<file path="src/rtl/vga_timing_gen.sv">
// Raster timing generator: hsync, vsync, de, pixel coordinates and
// line/frame pulses, all registered and aligned one cycle behind the counters.
module vga_timing_gen #(
   parameter int H_ACTIVE = 1920,
   parameter int H_FP     = 88,
   parameter int H_SYNC   = 44,
   parameter int H_BP     = 148,
   parameter int V_ACTIVE = 1080,
   parameter int V_FP     = 4,
   parameter int V_SYNC   = 5,
   parameter int V_BP     = 36,
   parameter int H_POL    = 1,
   parameter int V_POL    = 1,
   parameter int CW       = 12
) (
   input  logic          clk_pix,
   input  logic          rstn,
   input  logic          en,
   output logic          hsync,
   output logic          vsync,
   output logic          de,
   output logic [CW-1:0] x,
   output logic [CW-1:0] y,
   output logic          frame_start,
   output logic          line_start
);

   localparam int H_TOTAL = H_ACTIVE + H_FP + H_SYNC + H_BP;
   localparam int V_TOTAL = V_ACTIVE + V_FP + V_SYNC + V_BP;

   localparam logic [CW-1:0] H_LAST = CW'(H_TOTAL - 1);
   localparam logic [CW-1:0] V_LAST = CW'(V_TOTAL - 1);
   localparam logic [CW-1:0] H_ACT  = CW'(H_ACTIVE);
   localparam logic [CW-1:0] V_ACT  = CW'(V_ACTIVE);
   localparam logic [CW-1:0] HS_BEG = CW'(H_ACTIVE + H_FP);
   localparam logic [CW-1:0] HS_END = CW'(H_ACTIVE + H_FP + H_SYNC);
   localparam logic [CW-1:0] VS_BEG = CW'(V_ACTIVE + V_FP);
   localparam logic [CW-1:0] VS_END = CW'(V_ACTIVE + V_FP + V_SYNC);
   localparam logic          HPOL   = (H_POL != 0);
   localparam logic          VPOL   = (V_POL != 0);

   logic [CW-1:0] h_q, h_d;
   logic [CW-1:0] v_q, v_d;

   logic          hs_q, hs_d;
   logic          vs_q, vs_d;
   logic          de_q, de_d;
   logic [CW-1:0] x_q;
   logic [CW-1:0] y_q;
   logic          fs_q, fs_d;
   logic          ls_q, ls_d;

   // Next raster position: wrap the line, then the frame.
   always_comb begin
      h_d = h_q + CW'(1);
      v_d = v_q;
      if (h_q == H_LAST) begin
         h_d = '0;
         v_d = (v_q == V_LAST) ? '0 : v_q + CW'(1);
      end
   end

   // Decode the current (pre-increment) position into output levels.
   always_comb begin
      de_d = (h_q < H_ACT) && (v_q < V_ACT);
      hs_d = ((h_q >= HS_BEG) && (h_q < HS_END)) ? HPOL : ~HPOL;
      vs_d = ((v_q >= VS_BEG) && (v_q < VS_END)) ? VPOL : ~VPOL;
      ls_d = (h_q == '0);
      fs_d = (h_q == '0) && (v_q == '0);
   end

   // Raster counters advance only while enabled.
   always_ff @(posedge clk_pix or negedge rstn) begin
      if (!rstn) begin
         h_q <= '0;
         v_q <= '0;
      end else if (en) begin
         h_q <= h_d;
         v_q <= v_d;
      end
   end

   // Output registers; pulses drop while frozen so none is repeated.
   always_ff @(posedge clk_pix or negedge rstn) begin
      if (!rstn) begin
         hs_q <= ~HPOL;
         vs_q <= ~VPOL;
         de_q <= 1'b0;
         x_q  <= '0;
         y_q  <= '0;
         fs_q <= 1'b0;
         ls_q <= 1'b0;
      end else if (en) begin
         hs_q <= hs_d;
         vs_q <= vs_d;
         de_q <= de_d;
         x_q  <= h_q;
         y_q  <= v_q;
         fs_q <= fs_d;
         ls_q <= ls_d;
      end else begin
         fs_q <= 1'b0;
         ls_q <= 1'b0;
      end
   end

   assign hsync       = hs_q;
   assign vsync       = vs_q;
   assign de          = de_q;
   assign x           = x_q;
   assign y           = y_q;
   assign frame_start = fs_q;
   assign line_start  = ls_q;

endmodule

</file>
<file path="config.mk">
export PLATFORM = sky130hd
export DESIGN_NAME = vga_timing_gen
export DESIGN_NICKNAME = d
export VERILOG_FILES = /design/src/rtl/vga_timing_gen.sv
export SDC_FILE = /design/constraint.sdc
export NUM_CORES = 1
export LEC_CHECK = 0
export CORE_MARGIN = 4
export CORE_UTILIZATION = 55
export CTS_CLUSTER_DIAMETER = 50
export CTS_CLUSTER_SIZE = 24
export DETAILED_ROUTE_END_ITERATION = 8
export GPL_TIMING_DRIVEN = 0
export PLACE_DENSITY = 0.79
export REMOVE_ABC_BUFFERS = 1
export SLEW_MARGIN = 20
export SYNTH_ARGS = -nofsm -noshare
export SYNTH_HDL_FRONTEND = slang
export SYNTH_SLANG_ARGS = --single-unit
</file>
<file path="constraint.sdc">
create_clock -name clk_pix -period 2.31 [get_ports clk_pix]
set_clock_uncertainty 0.05 [all_clocks]
set_input_delay 0.462 -clock clk_pix [delete_from_list [all_inputs] [get_ports clk_pix]]
set_output_delay 0.462 -clock clk_pix [all_outputs]
set_load 0.02 [all_outputs]
</file>
==> results of run 1 <==
==> routing by layer <==
metal	wire, µm	global-route usage (%)	vias up
met5	0	0	-
met4	66	5.825	0
met1	2117	26.16	914
met2	2128	28.38	47
met3	201	3.694	6
li1	-	-	852
==> placed cells by master, fill, tap and decap left out, types with 2 or more instances in the layout <==
master	instances
and3_1	8
nand2_1	14
xor2_1	5
inv_1	14
clkdlybuf4s50_1	29
or3_1	2
nand3_1	14
nor2_1	4
ha_1	4
nor4_1	2
nand2b_1	4
xnor2_1	3
a21oi_1	9
o21ai_0	9
clkbuf_8	5
nor3_1	4
mux2_2	23
nor3b_2	2
nor2b_1	2
and2_1	2
dfrtp_1	53
mux2i_1	3
nor4b_1	3
a21bo_2	2
nand4_1	9
o22ai_1	7
==> path summary, 6_finish.rpt <==
path / start / end / slack (ns) / depth (start not counted)
max in group asynchronous: rstn / frame_start / 1.66 / 1
worst max-delay path: en / h_q[9] / 0.39 / 6
worst min register to register: hsync / hsync / 0.45 / 2
worst min-delay path: rstn / v_q[1] / 0.13 / 1
worst max register to register: h_q[3] / v_q[3] / 0.48 / 4
min in group clk_pix: hsync / hsync / 0.45 / 2
==> stage by stage <==
stage	instances	util, %	cell area [µm²]	hold slack [ns]	setup WS (ns)
2_1_floorplan	212	-	2459	0.1164	0.6734
3_3_place_gp	295	64.64	2834	0.4306	-1.086
3_5_place_dp	296	65.10	2854	0.4288	0.09203
4_1_cts	304	67.64	2965	0.1507	0.4106
5_1_grt	304	67.64	2965	0.1770	0.2279
6_report	304	67.64	2965	0.1309	0.3869
==> final cells by class <==
cell class / count / area share, %
clock buffers: 6 / 2.447
repair buffers: 32 / 11.14
inverters: 14 / 1.772
flip-flops and latches: 53 / 44.73
multi-input cells: 145 / 36.41
well taps: 52 / 2.194
clock inverters: 2 / 1.308
==> worst max-delay path, cell delays in order <==
cell and delay, ns:
buf_2 0.33, buf_16 0.22, nand2_1 0.10, nor4_1 0.60, and3_1 0.26, xor2_1 0.14
==> power breakdown <==
part	total (mW)	internal (mW)	switching, mW
combinational	0.354	0.181	0.174
clock	0.614	0.325	0.289
sequential	1.10	1.01	0.0956
total	2.07	1.51	0.558
==> registers in the layout, indices dropped and copies added, names as in the netlist <==
register,cells
hsync,1
frame_start,1
y,12
line_start,1
v_q,12
de,1
h_q,12
vsync,1
x,12
==> logic make-up (layout without fill, tap and decap cells) <==
group	count (synthesis)	in the layout	share of synthesized area, %
flops	53	53	52.71
compound gates	31	31	7.658
xor+xnor	8	8	2.785
buf+inv	26	54	4.376
simple gates	76	76	18.99
mux	26	26	11.49
fa+ha+maj	4	4	1.989
==> impl_metrics.csv, run 1 <==
group,metric,value,unit
status,run_status,"finished, final reports clean",
cells_and_area,area_growth,17.85,%
timing,worst_pin_slew,0.6307,ns
synth,yosysSeqAreaShare,52.71,%
cts,cts_root_buffer,"clkbuf_8",
timing,setup_viol,0,
timing,setup_tns,0,ns
synth,synthCells,224,
cts,clock_latency,0.30,ns
detailed_routing,post-route-drc-count,0,
place,gp_congestion,0.8204,
cts,clockBufferDepth,2,
detailed_routing,antenna_left,0,
timing,fin_crit_sh,83.25,%
cells_and_area,multi_input_area,1080,µm²
grt,grt-ovfl-total,0,
grt,first_global_vias,1750,
place,hpwl,3.156,mm
worst_setup_path,required,2.49,ns
worst_setup_path,path_class,"in2reg",
grt,grt_max_degree,54,
cts,tritoncts,"done",
synth,synth_top_area_share,52.71,%
cts,cts-resized-gates,0,
place,portBuffers,31,
hold_path,hp-class,"in2async",
synth,synth_edf_count,0,
cts,clock_sinks,53,
run,drv_cap,0,
floorplanning,dieWidth,75.64,µm
timing,hold_violations,0,
detailed_routing,post_drt_wl_per_cell,14.84,µm
synth,ys_async_sr_fraction,100.0,%
floorplanning,rows,24,
cells_and_area,layout-drive-gt1-share,17.06,%
cts,htreeDepth,2,
power_and_ir_drop,p_leak,1.340,nW
cells_and_area,seq_area,1326,µm²
grt,grt_pass1_wl,8.073,mm
synth,synth_area_leaders,"dfrtp_1 53%, mux2_2 10%, nand3_1 2.8%",
timing,maxSlewHeadroom,57.56,%
detailed_routing,first_iter_violations,171,
synth,yosysUniqueCellTypes,38,
floorplanning,die_h,75.64,µm
synth,synth_area_per_cell,11.23,µm²
worst_setup_path,arrival,2.11,ns
worst_setup_path,path_max_fanout,27,
timing,fmax,520.0,MHz
cts,post-cts-setup-buffers,0,
detailed_routing,vias_per_cell,5.984,
power_and_ir_drop,power,2.071,mW
cts,clkTransAtPathRegs,0.09,ns
synth,synth-main-ff-cell,"dfrtp_1",
synth,yosys_warnings,0,
floorplanning,start_util,57.39,%
synth,synth_seq_cells,53,
grt,antenna_found_initial,0,
detailed_routing,vias,1819,
synth,netlist_top_cells_count,"53 x dfrtp_1, 23 x mux2_2, 14 x inv_1, 14 x nand2_1, 14 x nand3_1",
cts,cts_buffers,5,
floorplanning,coreArea,4384,µm²
timing,maxSlewViolCount,0,
cells_and_area,nets,258,
floorplanning,dieArea,5721,µm²
cells_and_area,n_antenna_cell,0,
grt,track_usage,18.36,%
detailed_routing,firstDrtPassIters,4,
timing,period_minus_slack,1.923,ns
worst_setup_path,end_kind,"register",
cts,hold_buffers,0,
synth,yosysTopAreaCell,"dfrtp_1",
cells_and_area,fillers,361,
detailed_routing,wl,4.512,mm
worst_setup_path,start_kind,"input pin",
synth,syn_area,2516,µm²
floorplanning,ios,32,
power_and_ir_drop,ir_drop,0.0005730,V
timing,grt_setup_unrepaired,"false",
power_and_ir_drop,powerDensity,698.5,nW/µm²
synth,post-synth-top-count-cell,"dfrtp_1",
Power figures use the tool's default switching activity.
==> run 2: changes to the inputs <==
==> constraint.sdc (replaced) <==
create_clock -name clk_pix -period 1.92 [get_ports clk_pix]
set_clock_uncertainty 0.05 [all_clocks]
set_input_delay 0.384 -clock clk_pix [delete_from_list [all_inputs] [get_ports clk_pix]]
set_output_delay 0.384 -clock clk_pix [all_outputs]
set_load 0.02 [all_outputs]
==> run 2 against run 1 <==
Critical path depth unchanged. Sequential power increased by 21%. Final area increased by 1.5%. Clock power increased by 21%. Global-route usage unchanged. Utilization increased by 1.0 points.
==> impl_metrics.csv, run 2 (synthesis gave the netlist of run 1 again) <==
group,metric,value,unit
status,run_status,"finished, final reports clean",
worst_setup_path,path_buf_inv,1,
floorplanning,ios,32,
worst_setup_path,path_class,"reg2reg",
timing,grt_setup_unrepaired,"false",
worst_setup_path,end_kind,"register",
cells_and_area,postLayoutCoreUtil,68.66,%
floorplanning,die_h,75.64,µm
power_and_ir_drop,p_leak,1.367,nW
worst_setup_path,required,2.06,ns
worst_setup_path,cp_cell_sequence,"inv_1 > ha_1 > nor3b_2 > nand4_2 > nand2b_4 > o22ai_1",
detailed_routing,post_drt_wl_per_cell,14.78,µm
timing,setup_viol,0,
timing,hold_violations,0,
cts,clock_sinks,53,
power_and_ir_drop,powerDensity,827.7,nW/µm²
timing,fmax,556.8,MHz
cells_and_area,multi_input_area,1086,µm²
floorplanning,dieArea,5721,µm²
worst_setup_path,r2r_slack,0.12,ns
worst_setup_path,r2r_cells,6,
worst_setup_path,cp_num_cells,6,
cells_and_area,design_area,3010,µm²
worst_setup_path,slowest_stage,"dfrtp_1",
floorplanning,dieWidth,75.64,µm
timing,maxSlewViolCount,0,
place,gp_congestion,0.8204,
floorplanning,rows,24,
grt,antenna_found_initial,0,
grt,first_global_vias,1750,
cts,clockBufferDepth,2,
cells_and_area,area_growth,19.64,%
cts,clkTransAtPathRegs,0.09,ns
detailed_routing,vias,1831,
cells_and_area,seq_area,1328,µm²
cts,cts_root_buffer,"clkbuf_8",
timing,maxSlewHeadroom,57.52,%
timing,worst_pin_slew,0.6372,ns
detailed_routing,firstDrtPassIters,5,
worst_setup_path,start_kind,"register",
worst_setup_path,cp_top_family,"simple AND/OR/NAND/NOR gates",
cts,htreeDepth,2,
cells_and_area,final_cell_mix,"52 x dfrtp_1, 29 x clkdlybuf4s50_1, 23 x mux2_2",
grt,track_usage,18.36,%
place,portBuffers,31,
cells_and_area,fillers,358,
floorplanning,coreArea,4384,µm²
cells_and_area,layout-drive-gt1-share,19.46,%
worst_setup_path,path_max_fanout,8,
timing,period_minus_slack,1.796,ns
cts,cts_buffers,5,
grt,grt-ovfl-total,0,
detailed_routing,post-route-drc-count,0,
run,drv_cap,0,
grt,grt_pass1_wl,8.073,mm
floorplanning,start_util,57.39,%
place,place_area,2854,µm²
cells_and_area,nets,263,
detailed_routing,antenna_left,0,
place,hpwl,3.156,mm
grt,grt_max_degree,54,
worst_setup_path,arrival,1.93,ns
hold_path,hp-class,"in2async",
cells_and_area,n_antenna_cell,0,
detailed_routing,first_iter_violations,213,
cells_and_area,final_common_cell,"dfrtp_1",
worst_setup_path,slowest_delay,0.46,ns
detailed_routing,wl,4.567,mm
cts,tritoncts,"done",
detailed_routing,vias_per_cell,5.926,
power_and_ir_drop,ir_drop,0.0006900,V
cts,clock_latency,0.30,ns
timing,fin_crit_sh,93.54,%
[run 2: cell type report]
type                            count  share of cell area (%)
Multi-Input combinational cell    145                   36.08
Sequential cell                    53                   44.10
Clock buffer                        6                   2.411
Timing Repair Buffer               37                   12.22
Tap cell                           52                   2.161
Inverter                           14                   1.746
Clock inverter                      2                   1.288
[run 2: metal layers]
metal / up-vias / share of wire (%) / GRT usage, %
met5: - / 0 / 0
met4: 0 / 1.7 / 5.825
met3: 9 / 3.9 / 3.694
met2: 47 / 47 / 28.38
met1: 915 / 47 / 26.16
li1: 860 / - / -
[run 2: worst register-to-register path, stage by stage (launching register included)]
cell      delay (ns)
dfrtp_1         0.46
inv_1           0.09
ha_1            0.14
nor3b_2         0.30
nand4_2         0.31
nand2b_4        0.24
o22ai_1         0.09
[run 2: final timing paths]
kind,start,endpoint
worst max-delay path,v_q[0],v_q[6]
worst min-delay path,rstn,v_q[1]
worst max register to register,v_q[0],v_q[6]
worst min register to register,hsync,hsync
max in group asynchronous,rstn,h_q[6]
min in group clk_pix,hsync,hsync
[run 2: through the flow]
step                TNS [ns]  hold slack [ns]  setup WS (ns)  power, mW  cells
CTS                        0          0.07269        0.08799      2.517    304
detailed placement   -0.8002           0.4059        -0.2200      1.778    296
global placement      -98.14           0.4306         -1.398      1.761    295
global route               0          0.09906        0.02525      2.619    309
finish                     0          0.05323         0.1240      2.492    309
floorplan                  0          0.03841         0.2834      1.578    212
[run 2: timing repair]
| item | 4_1_cts | 5_1_grt |
|---|---|---|
| gates resized for setup | 0 | 2 |
| hold endpoints to repair | 0 | 0 |
| hold buffers | 0 | 0 |
| buffers inserted | 0 | 5 |
| setup endpoints to repair | 0 | 6 |
[run 2: power breakdown]
part	internal [mW]	total (mW)	switching, mW
clock	0.391	0.742	0.350
sequential	1.21	1.33	0.116
combinational	0.208	0.422	0.214
